File: config.mk
export PLATFORM = sky130hd
export DESIGN_NAME = flight_call_arbiter_flat
export DESIGN_NICKNAME = d
export VERILOG_FILES = /design/src/rtl/flight_call_arbiter_if.sv /design/src/rtl/flight_call_arbiter.sv /design/src/flat_wrapper.sv
export SDC_FILE = /design/constraint.sdc
export NUM_CORES = 1
export LEC_CHECK = 0
export CAP_MARGIN = 40
export CORE_MARGIN = 1.5
export CORE_UTILIZATION = 50
export DETAILED_ROUTE_END_ITERATION = 8
export GPL_ROUTABILITY_DRIVEN = 0
export PLACE_DENSITY = 0.78
export SLEW_MARGIN = 40
export SYNTH_ARGS = -nofsm -noshare
export SYNTH_HDL_FRONTEND = slang
export SYNTH_SLANG_ARGS = --single-unit
File: constraint.sdc
create_clock -name clk -period 2.8 [get_ports clk]
set_input_delay 0.56 -clock clk [delete_from_list [all_inputs] [get_ports clk]]
set_output_delay 0.56 -clock clk [all_outputs]
set_load 0.01 [all_outputs]
File: src/rtl/flight_call_arbiter_if.sv
// Attendant-panel handshake bundle for flight_call_arbiter: dispatch offer,
// acceptance, completion and service status.
interface flight_call_arbiter_if #(
    parameter int IDX_W = 3
);
    logic             req_valid;
    logic [IDX_W-1:0] req_seat;
    logic             req_ready;
    logic             done;
    logic             busy;
    logic             overdue;

    modport master (
        output req_valid,
        output req_seat,
        output busy,
        output overdue,
        input  req_ready,
        input  done
    );

    modport slave (
        input  req_valid,
        input  req_seat,
        input  busy,
        input  overdue,
        output req_ready,
        output done
    );
endinterface

File: src/rtl/flight_call_arbiter.sv
// Cabin call controller: latches seat call requests, drives call lights and
// shares one attendant between pending seats with round-robin dispatch.
module flight_call_arbiter #(
    parameter int N_SEATS = 8,
    parameter int IDX_W   = $clog2(N_SEATS),
    parameter int TIMEOUT = 15,
    parameter int CNT_W   = 8
) (
    input  logic               clk,
    input  logic               rst_n,
    input  logic [N_SEATS-1:0] call,
    input  logic [N_SEATS-1:0] cncl,
    output logic [N_SEATS-1:0] light,
    flight_call_arbiter_if.master att
);
    localparam logic [1:0] ST_IDLE    = 2'd0;
    localparam logic [1:0] ST_OFFER   = 2'd1;
    localparam logic [1:0] ST_SERVICE = 2'd2;

    logic [N_SEATS-1:0] pending_r;
    logic [N_SEATS-1:0] pending_nx_s;
    logic [1:0]         state_r;
    logic [1:0]         state_nx_s;
    logic [IDX_W-1:0]   last_grant_r;
    logic [IDX_W-1:0]   seat_r;
    logic [IDX_W-1:0]   sel_s;
    logic [IDX_W-1:0]   cand_s;
    logic [IDX_W:0]     sum_s;
    logic [CNT_W-1:0]   timer_r;
    logic [CNT_W-1:0]   timer_nx_s;
    logic               req_valid_r;
    logic               busy_r;
    logic               overdue_r;
    logic               svc_done_s;

    assign svc_done_s = (state_r == ST_SERVICE) && att.done;

    // Next pending vector: a press wins over both cancel and completion.
    always_comb begin
        pending_nx_s = pending_r;
        for (int i = 0; i < N_SEATS; i++) begin
            pending_nx_s[i] = call[i] |
                              (pending_r[i] & ~cncl[i] &
                               ~(svc_done_s && (seat_r == IDX_W'(i))));
        end
    end

    // Round-robin pick: scan downward so the nearest seat after last_grant wins.
    always_comb begin
        sel_s  = {IDX_W{1'b0}};
        sum_s  = {(IDX_W+1){1'b0}};
        cand_s = {IDX_W{1'b0}};
        for (int k = N_SEATS; k >= 1; k--) begin
            sum_s  = {1'b0, last_grant_r} + (IDX_W+1)'(k);
            cand_s = (sum_s >= (IDX_W+1)'(N_SEATS)) ?
                     IDX_W'(sum_s - (IDX_W+1)'(N_SEATS)) : sum_s[IDX_W-1:0];
            sel_s  = pending_r[cand_s] ? cand_s : sel_s;
        end
    end

    // Dispatch FSM next state and service timer.
    always_comb begin
        state_nx_s = state_r;
        timer_nx_s = timer_r;
        case (state_r)
            ST_IDLE: begin
                if (|pending_r) state_nx_s = ST_OFFER;
                else            state_nx_s = ST_IDLE;
            end
            ST_OFFER: begin
                if (!pending_r[seat_r]) begin
                    state_nx_s = ST_IDLE;
                end else if (att.req_ready) begin
                    state_nx_s = ST_SERVICE;
                    timer_nx_s = {CNT_W{1'b0}};
                end else begin
                    state_nx_s = ST_OFFER;
                end
            end
            ST_SERVICE: begin
                if (att.done) begin
                    state_nx_s = ST_IDLE;
                    timer_nx_s = {CNT_W{1'b0}};
                end else begin
                    state_nx_s = ST_SERVICE;
                    timer_nx_s = (timer_r == {CNT_W{1'b1}}) ? timer_r
                                                            : timer_r + CNT_W'(1);
                end
            end
            default: begin
                state_nx_s = ST_IDLE;
                timer_nx_s = {CNT_W{1'b0}};
            end
        endcase
    end

    // State, pending and output registers; outputs decode the next state.
    always_ff @(posedge clk or negedge rst_n) begin
        if (!rst_n) begin
            pending_r    <= {N_SEATS{1'b0}};
            state_r      <= ST_IDLE;
            last_grant_r <= IDX_W'(N_SEATS - 1);
            seat_r       <= {IDX_W{1'b0}};
            timer_r      <= {CNT_W{1'b0}};
            req_valid_r  <= 1'b0;
            busy_r       <= 1'b0;
            overdue_r    <= 1'b0;
        end else begin
            pending_r   <= pending_nx_s;
            state_r     <= state_nx_s;
            timer_r     <= timer_nx_s;
            req_valid_r <= (state_nx_s == ST_OFFER);
            busy_r      <= (state_nx_s == ST_SERVICE);
            overdue_r   <= (state_nx_s == ST_SERVICE) &&
                           (timer_nx_s >= CNT_W'(TIMEOUT));
            if ((state_r == ST_IDLE) && (|pending_r)) begin
                seat_r <= sel_s;
            end
            if (svc_done_s) begin
                last_grant_r <= seat_r;
            end
        end
    end

    assign light         = pending_r;
    assign att.req_valid = req_valid_r;
    assign att.req_seat  = seat_r;
    assign att.busy      = busy_r;
    assign att.overdue   = overdue_r;
endmodule
File: src/flat_wrapper.sv
// flat-port wrapper written by rule: the top's interface ports become plain ports
module flight_call_arbiter_flat 
#(
    parameter int N_SEATS = 8,
    parameter int IDX_W   = $clog2(N_SEATS),
    parameter int TIMEOUT = 15,
    parameter int CNT_W   = 8
)
  (clk, rst_n, call, cncl, light, att_req_valid, att_req_seat, att_busy, att_overdue, att_req_ready, att_done);
  flight_call_arbiter_if #(.IDX_W(IDX_W)) att_i ();
  input  logic clk;
  input  logic rst_n;
  input  logic [N_SEATS-1:0] call;
  input  logic [N_SEATS-1:0] cncl;
  output logic [N_SEATS-1:0] light;
  output wire logic [$bits(att_i.req_valid)-1:0] att_req_valid;
  output wire logic [$bits(att_i.req_seat)-1:0] att_req_seat;
  output wire logic [$bits(att_i.busy)-1:0] att_busy;
  output wire logic [$bits(att_i.overdue)-1:0] att_overdue;
  input wire logic [$bits(att_i.req_ready)-1:0] att_req_ready;
  input wire logic [$bits(att_i.done)-1:0] att_done;
  assign att_req_valid = att_i.req_valid;
  assign att_req_seat = att_i.req_seat;
  assign att_busy = att_i.busy;
  assign att_overdue = att_i.overdue;
  assign att_i.req_ready = att_req_ready;
  assign att_i.done = att_done;
  flight_call_arbiter #(.N_SEATS(N_SEATS), .IDX_W(IDX_W), .TIMEOUT(TIMEOUT), .CNT_W(CNT_W)) u_core (.clk(clk), .rst_n(rst_n), .call(call), .cncl(cncl), .light(light), .att(att_i));
endmodule
After elaboration in Yosys (flattened, before gate mapping)

Index checks and enable logic that the tools add are counted.

Add/sub/neg operators: 17
Magnitude comparators: 18
Equal/unequal tests: 12
Multiplexer cells: 44
Bitwise operators: 40
Reduce and logical (&&, ||, !) cells: 14

Operators by type and width:

| kind                                                        | number |
|---|---|
| two-way mux 3 bit                                           | 16 |
| less-than comparator 3 x 4 -> 1 bit (second input constant) | 9 |
| >= comparator 4 bit (second input constant)                 | 8 |
| two-way mux 8 bit                                           | 4 |
| binary-select mux 1 bit (select 3 bit)                      | 9 |
| one-hot mux 8 bit (3 select lines)                          | 1 |
| subtractor 3 x 1 -> 3 bit (second input constant)           | 8 |
| adder 3 x 3 -> 4 bit (second input constant)                | 4 |
| AND 1 bit                                                   | 16 |
| NOT 1 bit                                                   | 16 |
| equality test 3 bit (second input constant)                 | 4 |
| logical AND 1 bit                                           | 11 |
| two-way mux 1 bit                                           | 10 |
| adder 3 x 2 -> 4 bit (second input constant)                | 2 |
| adder 8 x 1 -> 8 bit (second input constant)                | 1 |
| equality test 8 bit (second input constant)                 | 1 |
| >= comparator 8 x 4 -> 1 bit (second input constant)        | 1 |
| OR 1 bit                                                    | 8 |
| OR reduction 8 bit                                          | 1 |
| equality test 3 x 2 -> 1 bit (second input constant)        | 2 |
| two-way mux 2 bit                                           | 3 |
| one-hot mux 2 bit (3 select lines)                          | 1 |
| adder 3 x 1 -> 4 bit (second input constant)                | 1 |
| adder 3 x 4 -> 4 bit (second input constant)                | 1 |
| other kinds (5)                                             | 7 |

Register bits after elaboration: 27
Bits of input ports: 20
Output and inout port bits: 14
Logic and storage cells: 153

Logic depth before layout (Yosys ltp)

Gate-level depths: netlist of the first run.

Word-level depth: 13
Mapped depth: 10
Depth with buffers taken out: 8

Worst setup path after synthesis of the first run

No wires, ideal clock.

Kind: register -> register
From: register u_core.last_grant_r[1]
To: register u_core.seat_r[0], in the netlist u_core.att.req_seat[0]
Library setup time: 0.145 ns
Data arrival time: 2.689 ns
Path slack: -0.034 ns
Stages on the path, launching flop included: 11
Buffers on the path: 2
Clock period less this slack: 2.834 ns
Cells stage by stage: dfstp_2 > buf_2 > inv_1 > ha_1 > buf_6 > mux4_2 > mux2_4 > a221oi_2 > nand4_1 > a21oi_1 > a311oi_2

Cells in the longest elaborated chain, start to end: 13

Ends and longest elaborated chain:

| what                                                                    | line                                                 | RTL |
|---|---|---|
| start: declaration                                                      | flight_call_arbiter.sv:24                            | `logic [IDX_W-1:0] last_grant_r;` |
| start signal: assignment                                                | flight_call_arbiter.sv:102                           | `last_grant_r <= IDX_W'(N_SEATS - 1);` |
| start signal: assignment                                                | flight_call_arbiter.sv:120                           | `last_grant_r <= seat_r;` |
| adder 3 x 4 -> 4 bit                                                    | flight_call_arbiter.sv:54                            | `sum_s = {1'b0, last_grant_r} + (IDX_W+1)'(k);` |
| >= comparator 4 bit / subtractor 3 x 1 -> 3 bit (equally long branches) | flight_call_arbiter.sv:55, flight_call_arbiter.sv:56 |  |
| two-way mux 3 bit                                                       | flight_call_arbiter.sv:55                            | `cand_s = (sum_s >= (IDX_W+1)'(N_SEATS)) ?` |
| binary-select mux 1 bit (select 3 bit)                                  | flight_call_arbiter.sv:57                            | `sel_s = pending_r[cand_s] ? cand_s : sel_s;` |
| two-way mux 1 bit (implied by the code)                                 | flight_call_arbiter.sv:57                            |  |
| two-way mux 3 bit (7 in a row)                                          | flight_call_arbiter.sv:57                            |  |
| two-way mux 3 bit (*)                                                   | flight_call_arbiter.sv:57                            |  |
| end signal: assignment                                                  | flight_call_arbiter.sv:103                           | `seat_r <= {IDX_W{1'b0}};` |
| end signal: assignment                                                  | flight_call_arbiter.sv:117                           | `seat_r <= sel_s;` |
| end: declaration                                                        | flight_call_arbiter.sv:25                            | `logic [IDX_W-1:0] seat_r;` |

Mark *: on every way between the ends. The rest lies on a longest branch, timed or not. The select of a mux whose other input is x is not followed.
A chain may end at the register's enable or synchronous reset.

Final worst setup path of the first run

From: register u_core.last_grant_r[0]
To: register u_core.seat_r[0], in the netlist u_core.att.req_seat[0]

The elaborated chain is that of the path after synthesis.

==> parameters.txt, run 1 <==
Parameter                              Value

Status
  Result of the run ... finished, final reports clean

Placement
  Placement-stage cell area ... 2720 sq um
  Count of port buffers added during placement ... 33
  Final HPWL from detailed placement ... about 4200 um

Finish
  Fraction of final layout cells with drive strength greater than 1 ... a little under a fifth
  Net count reported at finish ... 300
  Final antenna diode count ... 0
  Utilization after layout ... a little over three fifths
  Layout overhead on the synthesized area ... 18.33%
  Final std cell area, no fill ... between 2000 and 3000 sq um

Clock tree
  CTS tree ... done
  Clock Sinks ... 27
  Number of buffers created by CTS ... 3
  Buffer levels on the longest clock path ... 2
  Hold Buf Count CTS ... 0
  Clock tree root driver cell ... clkbuf_8
  H-tree depth ... 1
  Clock transition at the register clock pins on the worst setup and hold paths after CTS ... 0.10 ns
  Clk Latency, worst-skew pair ... around 0.28 ns

Routing
  Average vias per placed instance ... about 6.6
  DR DRC count ... 0
  Drt pass-1 iters ... 5
  Via Count ... roughly 2200
  Count of routing violations after the opening detailed-route iteration ... about 150
  Routed wire length ... around 5800 um
  Detailed-route wire length per cell ... about 18 um
  Residual antenna-violating net count after detailed routing ... 0

Setup path
  Crit path capture type ... register
  Data arrival, critical path ... around 2.8 ns
  Endpoint of the most critical setup path ... u_core.att.req_seat[0]$_DFFE_PN0P_
  Reg-to-reg setup timing slack ... ~0.19 ns
  Required time of the critical path ... slightly below 3 ns
  CP startpoint ... u_core.last_grant_r[0]$_DFFE_PN1P_
  Worst reg-to-reg path cell count ... 8
  Kind of critical path ... register to register
  Worst reg2reg path endpoint ... u_core.att.req_seat[0]$_DFFE_PN0P_
  Largest fanout of any net on the critical path ... 7
  Startpoint type of the worst setup path ... register
  Reg-to-Reg Start ... u_core.last_grant_r[0]$_DFFE_PN1P_

Flow run
  Count of max-cap constraint violations ... 0

Hold path
  Startpoint of the most critical hold path ... u_core.timer_r[1]$_DFF_PN0_
  Worst hold-check path type ... register to register
  Hold Path Cell Cnt ... 1

Synth
  Commonest register cell after synthesis ... dfrtp_1
  Post-synthesis share of cell area spent on full adders, half adders and majority gates ... roughly 1.6%
  Proportion of synthesized flip-flops having asynchronous set or reset ... between 90% and 100%
  Cell variety after synth ... 58
  Cell area after technology mapping ... 2355 sq um
  Total of warnings raised by yosys ... 0
  Mean cell area of the mapped netlist ... around 9.5 sq um
  Synthesis-stage register bit count ... 27
  Synthesized instance count ... approximately 250
  Number of synthesized flops with an enable pin ... 0
  Fraction of synthesized area in multiplexers ... 23.49%
  Seq/Total Area, Yosys ... 28.85%
  XOR/XNOR Fraction of Synth Area ... between 1 and 1.5%
  Post-Syn Nets ... 270
  Post-synthesis simple-gate area fraction ... 15.25%
  Share of the synthesized area in compound gates (AO/OA/AOI/OAI) ... a little under a quarter
  Dominant combinational cell family by area after synthesis ... multiplexers

Power and ir drop
  Maximum ir drop on the vdd rail ... around 0.45 mV
  Power per cell area ... between 1000 and 1500 nW/um^2
  Overall power consumption ... between 2000 and 3000 uW
  LEAKAGE ... 0.001074 uW

Floorplanning
  Core region area ... 4444 sq um
  Number of standard-cell rows in the floorplan ... 24
  Area of the die ... approximately 5000 sq um
  Die width ... 71.63 um
  Number of top-level pins ... 34
  Die outline height ... ~70 um
  Starting density of the core ... about 53%

Timing
  Minimum period implied by the final worst setup slack ... roughly 2.6 ns
  Number of endpoints with negative hold slack in the final report ... 0
  Maximum operating frequency ... about 380 MHz
  Final worst-path cycle share ... 93.23%
  Slew at the pin closest to its max-slew limit ... ~0.44 ns
  Final-layout worst hold slack ... between 0.5 and 0.6 ns
  Final worst clock skew ... between 0.003 and 0.004 ns
  Setup tns final ... 0 ns
  Total setup violations reported at the end of the flow ... 0
  Slew Limit Headroom ... a little over two thirds
  RSZ-0062 raised after global routing ... no
  Final Max Slew Viols ... 0

Global routing
  All-Layer GR Usage ... approximately a quarter
  Remaining global-route overflow ... 0
  Vias in the first global route ... approximately 2000
  Number of antenna violations at the first check in global routing ... 0
  Largest net degree at the start of global routing ... 28
  Global-route wire length before repair ... 9929 um
## layout by cell type (no fill, tap or decap), types with 3 or more instances in the layout
cell             count
dfstp_2              3
inv_1               15
o22ai_1              5
nor3_1               4
mux2_2               7
clkdlybuf4s50_1     33
clkbuf_8             3
and3_1               3
a21o_1               4
mux4_1               6
mux2i_1              5
o31ai_1              3
nor2_1              18
a211oi_1             4
nand2_1             24
o21ai_0             12
a31oi_1              7
a21oi_1             12
a22oi_1              3
nand3_1              9
mux4_2              11
a31o_2               9
dfrtp_1             24
nor2b_1              5
buf_4                8
## kinds of logic after synthesis
group | Yosys count
compound gates | 77
simple gates | 75
buf+inv | 32
mux | 30
flops | 27
xor+xnor | 3
fa+ha+maj | 3
## repair_timing
item / 4_1_cts / 5_1_grt
endpoints found under the setup margin: 0 / 2
endpoints found under the hold margin: 0 / 0
resized for setup: 0 / 3
buffers inserted: 0 / 1
## registers in the layout, indices dropped and copies added (netlist names)
name / flops
u_core.att.busy: 1
u_core.timer_r: 8
u_core.att.overdue: 1
u_core.att.req_valid: 1
u_core.att.req_seat: 3
u_core.last_grant_r: 3
u_core.light: 8
u_core.state_r: 2
## worst min path at each step
| stage | end | slack [ns] |
|---|---|---|
| 6_report | u_core.timer_r[1]$_DFF_PN0_ | 0.57 |
| 5_1_grt | u_core.timer_r[1]$_DFF_PN0_ | 0.59 |
| 4_1_cts | u_core.timer_r[1]$_DFF_PN0_ | 0.56 |
| 3_5_place_dp | u_core.timer_r[1]$_DFF_PN0_ | 0.54 |
| 3_3_place_gp | u_core.timer_r[1]$_DFF_PN0_ | 0.54 |
| 2_1_floorplan | u_core.att.busy$_DFF_PN0_ | 0.26 |
## synthesized netlist by cell type, drive strengths merged, types with 3 or more instances
cell type,n,share of area [%]
clkbuf,10,1.6
nor2,18,2.9
a211oi,4,1.3
a21oi,12,2.6
inv,16,2.6
o22ai,5,1.3
nand2,24,3.8
buf,6,1.9
nor2b,5,1.3
o31ai,3,0.96
ha,3,1.6
mux4,17,17
mux2,8,4.0
nand3,10,2.3
dfstp,3,3.3
a21o,4,1.3
o21ai,13,2.8
and3,3,0.80
dfrtp,24,26
a31oi,7,1.9
a22oi,3,0.96
a31o,9,3.3
mux2i,5,2.1
nor3,4,0.85
## stage by stage
step	instances	setup slack [ns]
2_1_floorplan	247	0.01563
3_3_place_gp	323	0.1742
3_5_place_dp	323	0.08165
4_1_cts	327	0.05807
5_1_grt	328	0.04476
6_report	328	0.1897
## area by class of cell
| cell class | instances | area [sq um] |
|---|---|---|
| fill | 377 | 1658 |
| multi-input combinational | 188 | 1541 |
| sequential | 27 | 679.4 |
| timing repair buffer | 41 | 390.4 |
| tap | 52 | 65.06 |
| inverter | 16 | 60.06 |
| clock buffer | 3 | 41.29 |
| clock inverter | 1 | 8.758 |
## layer usage
metal	vias up	part of all wire, %	track usage [%]
li1	1003	-	-
met1	1038	45	37.08
met2	117	46	36.32
met3	10	7.4	4.782
met4	0	1.3	6.080
met5	-	0	0
## report_power, final
part | internal [uW] | leakage [uW] | total (uW) | switching, uW
sequential | 496 | 0.000326 | 664 | 167
clock | 105 | 0.0000261 | 238 | 133
combinational | 948 | 0.000722 | 1960 | 1010
## critical path: stages, from the launching register on
cell and delay (ns):
dfstp_2 0.56, inv_2 0.08, ha_4 0.31, mux4_2 0.57
mux2_4 0.30, a221oi_2 0.30, nand4_1 0.12, a21oi_1 0.18
a311oi_2 0.05
No activity file was read; power rests on OpenSTA's default activity.
==> run 2: changes to the inputs <==
--- a/config.mk
+++ b/config.mk
@@ -6,6 +6,7 @@
 export NUM_CORES = 1
 export LEC_CHECK = 0
 export CAP_MARGIN = 40
+export CORE_ASPECT_RATIO = 0.6
 export CORE_MARGIN = 1.5
 export CORE_UTILIZATION = 50
 export DETAILED_ROUTE_END_ITERATION = 8
==> run 2 against run 1 <==
Via count up 1.1%. Final cell count up 4.0%. Setup slack better by 0.029 ns. Sequential share of layout area down 0.25 points. Clock skew up 0.0022 ns. Global-route usage up 1.3 points. Clock-buffer cell count unchanged. Critical path type unchanged. Sequential power about the same. Largest power group unchanged. Register-to-register slack better by 0.03 ns. Highest routed layer unchanged.
==> parameters.txt, run 2 (synthesis gave the netlist of run 1 again) <==
Parameter                              Value

Setup path
  Kind of critical path ... register to register (unchanged)
  Cell breakdown of the critical path ... inv_1 > ha_4 > mux4_2 > mux2_4 > a221oi_2 > nand4_1 > a21oi_1 > a311oi_2 (was inv_2 > ha_4 > mux4_2 > mux2_4 > a221oi_2 > nand4_1 > a21oi_1 > a311oi_2)
  Data arrival, critical path ... 2.72 ns (was 2.75 ns)
  Required time of the critical path ... 2.94 ns (about the same)
  Crit path largest cell delay ... 0.59 ns (was 0.57 ns)
  Largest fanout of any net on the critical path ... 7 (unchanged)
  Worst reg-to-reg path cell count ... 8 (unchanged)
  Startpoint type of the worst setup path ... register (unchanged)
  Worst path slowest cell ... mux4_2 (unchanged)
  Crit path capture type ... register (unchanged)

Timing
  Slew at the pin closest to its max-slew limit ... 0.4840 ns (was 0.4449 ns)
  Minimum period implied by the final worst setup slack ... 2.581 ns (was 2.610 ns)
  Slew Limit Headroom ... 66.90% (was 69.57%)
  Total setup violations reported at the end of the flow ... 0 (unchanged)
  Final Max Slew Viols ... 0 (unchanged)
  Setup tns final ... 0 ns (unchanged)
  RSZ-0062 raised after global routing ... no (unchanged)
  Maximum operating frequency ... 387.4 MHz (was 383.1 MHz)
  Final worst clock skew ... 0.005782 ns (was 0.003603 ns)
  PnR worst setup slack ... 0.2187 ns (was 0.1897 ns)
  Number of endpoints with negative hold slack in the final report ... 0 (unchanged)
  Final worst-path cycle share ... 92.19% (was 93.23%)

Placement
  Count of port buffers added during placement ... 33 (unchanged)
  Pre-CTS WS ... 0.09896 ns (was 0.08165 ns)
  Final HPWL from detailed placement ... 4536 um (was 4176 um)

Routing
  Drt pass-1 iters ... 5 (unchanged)
  Count of routing violations after the opening detailed-route iteration ... 276 (was 154)
  Residual antenna-violating net count after detailed routing ... 0 (unchanged)
  Via Count ... 2192 (was 2168)
  Average vias per placed instance ... 6.428 (was 6.610)
  Detailed-route wire length per cell ... 18.11 um (was 17.75 um)
  DR DRC count ... 0 (unchanged)
  Routed wire length ... 6174 um (was 5823 um)

Clock tree
  Number of buffers created by CTS ... 3 (unchanged)
  Clock tree root driver cell ... clkbuf_8 (unchanged)
  CTS tree ... done (unchanged)
  Clock transition at the register clock pins on the worst setup and hold paths after CTS ... 0.10 ns (about the same)
  Clock Sinks ... 27 (unchanged)
  H-tree depth ... 1 (unchanged)
  Clk Latency, worst-skew pair ... 0.27 ns (was 0.28 ns)
  Buffer levels on the longest clock path ... 2 (unchanged)

Finish
  Most common cell after layout, fill and taps aside ... clkdlybuf4s50_1 (unchanged)
  Fill count ... 394 (was 377)
  Layout overhead on the synthesized area ... 19.55% (was 18.33%)
  Utilization after layout ... 62.00% (was 62.70%)
  Most frequent cells in the layout ... 33 x clkdlybuf4s50_1, 24 x nand2_1, 24 x dfrtp_1 (unchanged)
  Fraction of final layout cells with drive strength greater than 1 ... 19.78% (was 18.84%)
  Net count reported at finish ... 302 (was 300)
  Final antenna diode count ... 0 (unchanged)

Floorplanning
  Number of top-level pins ... 34 (unchanged)
  Starting density of the core ... 51.86% (was 52.98%)
  Core region area ... 4541 sq um (was 4444 sq um)
  Die outline height ... 56.16 um (was 71.63 um)
  Number of standard-cell rows in the floorplan ... 19 (was 24)
  Die width ... 91.60 um (was 71.63 um)
  Area of the die ... 5144 sq um (was 5130 sq um)

Power and ir drop
  Part of the power in the clock network ... 7.8% (was 8.3%)
  Part of the total power dissipated in combinational logic ... 69.4% (was 68.5%)
  Cell internal pwr ... 1587 uW (was 1549 uW)
  Share of total power in sequential cells ... 22.8% (was 23.2%)
  Power per cell area ... 1038 nW/um^2 (was 1026 nW/um^2)
  Maximum ir drop on the vdd rail ... 0.4112 mV (was 0.4534 mV)
  Power dissipated by switching net loads ... 1335 uW (was 1310 uW)
  LEAKAGE ... 0.001080 uW (was 0.001074 uW)
  Overall power consumption ... 2921 uW (was 2860 uW)
  Switching part of the total ... 45.69% (was 45.82%)

Global routing
  Vias in the first global route ... 1961 (was 2038)
  All-Layer GR Usage ... 25.73% (was 24.47%)
  Remaining global-route overflow ... 0 (unchanged)
  Largest net degree at the start of global routing ... 28 (unchanged)
  Global-route wire length before repair ... 10280 um (was 9929 um)
  Number of antenna violations at the first check in global routing ... 0 (unchanged)

Status
  Result of the run ... finished, final reports clean (unchanged)

Hold path
  Worst hold-check path type ... register to register (unchanged)
  Hold Path Cell Cnt ... 1 (unchanged)

Flow run
  Count of max-cap constraint violations ... 0 (unchanged)
-- run 2: changes by cell type in the layout (fill, tap and decap cells not counted), sizes merged --
cell,before,now
clkinv,0,1
buf,8,10
inv,17,16
-- run 2: power by group through the flow --
stage / registers (uW) / logic, uW / clock network (uW)
CTS: 661 / 1910 / 234
detailed placement: 669 / 1900 / 0
global placement: 665 / 1850 / 0
finish: 667 / 2030 / 226
floorplan: 599 / 1510 / 0
global route: 686 / 2200 / 252
-- run 2: cell type report --
type	instances	area (sq um)	share of cell area, %
Clock inverter	1	5.005	0.1778
Timing Repair Buffer	43	405.4	14.40
Clock buffer	3	41.29	1.467
Sequential cell	27	679.4	24.13
Inverter	16	60.06	2.133
Multi-Input combinational cell	188	1545	54.89
Tap cell	63	78.83	2.800
-- run 2: repair_timing --
action,4_1_cts,5_1_grt
endpoints found under the setup margin,0,2
gates resized for setup,0,4
hold buffers,0,0
setup buffers,0,2
endpoints found under the hold margin,0,0
-- run 2: path summary, 6_finish.rpt --
path / slack (ns) / startpoint / to
min in group asynchronous: 0.66 / rst_n / u_core.timer_r[0]$_DFF_PN0_
hold / removal: 0.56 / u_core.timer_r[0]$_DFF_PN0_ / u_core.timer_r[0]$_DFF_PN0_
hold reg to reg: 0.56 / u_core.timer_r[0]$_DFF_PN0_ / u_core.timer_r[0]$_DFF_PN0_
setup reg to reg: 0.22 / u_core.last_grant_r[1]$_DFFE_PN1P_ / u_core.att.req_seat[0]$_DFFE_PN0P_
setup / recovery: 0.22 / u_core.last_grant_r[1]$_DFFE_PN1P_ / u_core.att.req_seat[0]$_DFFE_PN0P_
max in group asynchronous: 1.84 / rst_n / u_core.last_grant_r[0]$_DFFE_PN1P_
-- run 2: metrics by stage --
stage	hold slack, ns	instance area [sq um]	instances
6_report	0.5558	2815	341
2_1_floorplan	0.2644	2357	247
4_1_cts	0.5518	2788	339
3_5_place_dp	0.5342	2741	335
3_3_place_gp	0.5264	2741	335
5_1_grt	0.5973	2815	341
-- run 2: critical path: cells and delay by family, from the launching register on --
family	cells	cell delay (ns)
muxes	2	0.89
adders and majority gates	1	0.32
AOI/OAI and AO/OA	3	0.51
DFF	1	0.54
buffers and inverters	1	0.07
and+or+nand+nor	1	0.12
-- run 2: per-layer routing --
metal	vias to the layer above	GRT usage (%)	routed length (um)
li1	1017	-	-
met1	1031	40.60	2974
met2	138	35.82	2529
met3	6	7.240	635
met4	0	2.902	35
met5	-	0	0
==> run 3: changes to the inputs <==
--- a/config.mk
+++ b/config.mk
@@ -12,6 +12,7 @@
 export DETAILED_ROUTE_END_ITERATION = 8
 export GPL_ROUTABILITY_DRIVEN = 0
 export PLACE_DENSITY = 0.78
+export SETUP_SLACK_MARGIN = 0.3
 export SLEW_MARGIN = 40
 export SYNTH_ARGS = -nofsm -noshare
 export SYNTH_HDL_FRONTEND = slang
==> run 3 against run 2 <==
Die area unchanged. Combinational power up 8%. Non-clock buffer count unchanged. Largest power group unchanged. Final cell count unchanged. Via count fell by 1.9%. Power grew 5.6%. Clock skew decreased by 0.0026 ns. Utilization rose by 1.2 points. Global-route usage grew 0.066 points.
==> parameters.txt, run 3 (synthesis gave the netlist of run 1 again) <==
Parameter                              Value

Status
  Result of the run ... finished, final reports clean (unchanged)

Finish
  Layout overhead on the synthesized area ... 21.94% (was 19.55%)
  Fraction of final layout cells with drive strength greater than 1 ... 23.38% (was 19.78%)
  Most frequent cells in the layout ... 33 x clkdlybuf4s50_1, 24 x nand2_1, 24 x dfrtp_1 (unchanged)
  Net count reported at finish ... 302 (unchanged)
  Final antenna diode count ... 0 (unchanged)
  Final std cell area, no fill ... 2872 sq um (was 2815 sq um)
  Most common cell after layout, fill and taps aside ... clkdlybuf4s50_1 (unchanged)

Global routing
  Largest net degree at the start of global routing ... 28 (unchanged)
  Global Route met2 Usage ... 32.84% (was 35.82%)
  Vias in the first global route ... 1984 (was 1961)
  Most utilized layer in the global route result ... met1 (unchanged)
  Met3 routing resource usage after global routing ... 10.38% (was 7.240%)
  Global-route wire length before repair ... 10340 um (was 10280 um)
  Met1 usage in global routing ... 41.32% (was 40.60%)
  All-Layer GR Usage ... 25.80% (was 25.73%)
  Remaining global-route overflow ... 0 (unchanged)
  Number of antenna violations at the first check in global routing ... 0 (unchanged)

Floorplanning
  Starting density of the core ... 51.86% (unchanged)
  Area of the die ... 5144 sq um (unchanged)
  Number of standard-cell rows in the floorplan ... 19 (unchanged)
  Die width ... 91.60 um (unchanged)
  Core region area ... 4541 sq um (unchanged)
  Number of top-level pins ... 34 (unchanged)
  Die outline height ... 56.16 um (unchanged)

Clock tree
  Clk Latency, worst-skew pair ... 0.27 ns (about the same)
  Clock tree root driver cell ... clkbuf_8 (unchanged)
  Number of buffers created by CTS ... 3 (unchanged)
  Clock transition at the register clock pins on the worst setup and hold paths after CTS ... 0.09 ns (was 0.10 ns)
  CTS tree ... done (unchanged)
  Hold Buf Count CTS ... 0 (unchanged)
  Buffer levels on the longest clock path ... 2 (unchanged)
  Clock Sinks ... 27 (unchanged)
  H-tree depth ... 1 (unchanged)

Routing
  Drt pass-1 iters ... 4 (was 5)
  Via Count ... 2151 (was 2192)
  Routed wire length ... 6192 um (was 6174 um)
  DR DRC count ... 0 (unchanged)
  Detailed-route wire length per cell ... 18.16 um (was 18.11 um)
  Count of routing violations after the opening detailed-route iteration ... 292 (was 276)
  Residual antenna-violating net count after detailed routing ... 0 (unchanged)
  Average vias per placed instance ... 6.308 (was 6.428)

Timing
  Final worst-path cycle share ... 89.86% (was 92.19%)
  Setup tns final ... 0 ns (unchanged)
  Number of endpoints with negative hold slack in the final report ... 0 (unchanged)
  Final-layout worst hold slack ... 0.5697 ns (was 0.5558 ns)
  Final worst clock skew ... 0.003173 ns (was 0.005782 ns)
  Maximum operating frequency ... 397.4 MHz (was 387.4 MHz)
  Final Max Slew Viols ... 0 (unchanged)
  RSZ-0062 raised after global routing ... yes (was no)
  Total setup violations reported at the end of the flow ... 0 (unchanged)
  Minimum period implied by the final worst setup slack ... 2.516 ns (was 2.581 ns)
  Slew at the pin closest to its max-slew limit ... 0.4832 ns (was 0.4840 ns)
  Slew Limit Headroom ... 67.49% (was 66.90%)
  PnR worst setup slack ... 0.2839 ns (was 0.2187 ns)

Placement
  Final HPWL from detailed placement ... 4505 um (was 4536 um)
  Pre-CTS WS ... 0.1485 ns (was 0.09896 ns)
  Count of port buffers added during placement ... 33 (unchanged)
  Placement-stage cell area ... 2738 sq um (was 2741 sq um)

Setup path
  Worst reg-to-reg path cell count ... 8 (unchanged)
  Required time of the critical path ... 2.93 ns (was 2.94 ns)
  Crit path capture type ... register (unchanged)
  Critical path buffer and inverter count ... 1 (unchanged)
  Largest fanout of any net on the critical path ... 5 (was 7)
  Family with the most delay on the worst path ... multiplexers (unchanged)
  Crit path largest cell delay ... 0.58 ns (was 0.59 ns)
  Worst reg2reg path endpoint ... u_core.att.req_seat[0]$_DFFE_PN0P_ (unchanged)
  Kind of critical path ... register to register (unchanged)
  Worst path slowest cell ... dfstp_2 (was mux4_2)
  Startpoint type of the worst setup path ... register (unchanged)
  Reg-to-reg setup timing slack ... 0.28 ns (was 0.22 ns)
  Cell breakdown of the critical path ... inv_4 > ha_4 > mux4_2 > mux2_4 > a221oi_4 > nand4_1 > a21oi_2 > a311oi_2 (was inv_1 > ha_4 > mux4_2 > mux2_4 > a221oi_2 > nand4_1 > a21oi_1 > a311oi_2)
  Data arrival, critical path ... 2.65 ns (was 2.72 ns)
  Reg-to-Reg Start ... u_core.last_grant_r[0]$_DFFE_PN1P_ (was u_core.last_grant_r[1]$_DFFE_PN1P_)

Hold path
  Hold Path Cell Cnt ... 1 (unchanged)
  Startpoint of the most critical hold path ... u_core.timer_r[0]$_DFF_PN0_ (unchanged)
  Worst hold-check path type ... register to register (unchanged)
  Worst Hold End ... u_core.timer_r[0]$_DFF_PN0_ (unchanged)

Flow run
  Count of max-cap constraint violations ... 0 (unchanged)

Power and ir drop
  Maximum ir drop on the vdd rail ... 0.4306 mV (was 0.4112 mV)
  LEAKAGE ... 0.001078 uW (was 0.001080 uW)
  Power per cell area ... 1074 nW/um^2 (was 1038 nW/um^2)
  Overall power consumption ... 3085 uW (was 2921 uW)
## run 3: cell counts in the layout (fill, tap and decap cells not counted)
Identical to the previous run, type by type.
## run 3: cell type report
class,instances,area [sq um]
Tap cell,63,78.83
Timing Repair Buffer,43,409.1
Multi-Input combinational cell,188,1593
Inverter,16,65.06
Clock buffer,3,41.29
Fill cell,367,1669
Clock inverter,1,5.005
Sequential cell,27,679.4
## run 3: worst max-delay path by stage
stage	slack, ns	to	cells after the start	from
2_1_floorplan	0.12	u_core.att.req_seat[0]$_DFFE_PN0P_	10	u_core.last_grant_r[1]$_DFFE_PN1P_
4_1_cts	0.31	u_core.att.req_seat[0]$_DFFE_PN0P_	7	u_core.last_grant_r[0]$_DFFE_PN1P_
3_3_place_gp	0.22	u_core.att.req_seat[0]$_DFFE_PN0P_	8	u_core.last_grant_r[0]$_DFFE_PN1P_
3_5_place_dp	0.15	u_core.att.req_seat[0]$_DFFE_PN0P_	9	u_core.last_grant_r[0]$_DFFE_PN1P_
5_1_grt	0.20	u_core.att.req_seat[0]$_DFFE_PN0P_	8	u_core.last_grant_r[0]$_DFFE_PN1P_
6_report	0.28	u_core.att.req_seat[0]$_DFFE_PN0P_	8	u_core.last_grant_r[0]$_DFFE_PN1P_
## run 3: worst reg2reg max path, cell delays in order (launching register included)
cell and delay [ns]:
dfstp_2 0.58, inv_4 0.05, ha_4 0.29, mux4_2 0.57
mux2_4 0.30, a221oi_4 0.26, nand4_1 0.13, a21oi_2 0.16
a311oi_2 0.05
## run 3: routing by layer
layer | vias up | wire length (um)
li1 | 1015 | -
met1 | 996 | 3011
met2 | 134 | 2433
met3 | 6 | 702
met4 | 0 | 44
met5 | - | 0
## run 3: power breakdown
part           switching [uW]  internal [uW]  leakage [uW]
sequential                180            498      0.000326
clock                     120           99.6     0.0000255
combinational            1110           1080      0.000727
total                    1410           1670       0.00108
## run 3: metrics by stage
| step | std cells | util (%) |
|---|---|---|
| floorplan | 247 | - |
| global placement | 332 | 60.29 |
| detailed placement | 332 | 60.29 |
| CTS | 341 | 62.11 |
| global route | 341 | 63.24 |
| finish | 341 | 63.24 |
## run 3: repair_timing
item	CTS	global route
buffers inserted	5	0
pin swaps	4	5
gates resized for setup	6	12
endpoints found under the setup margin	2	4
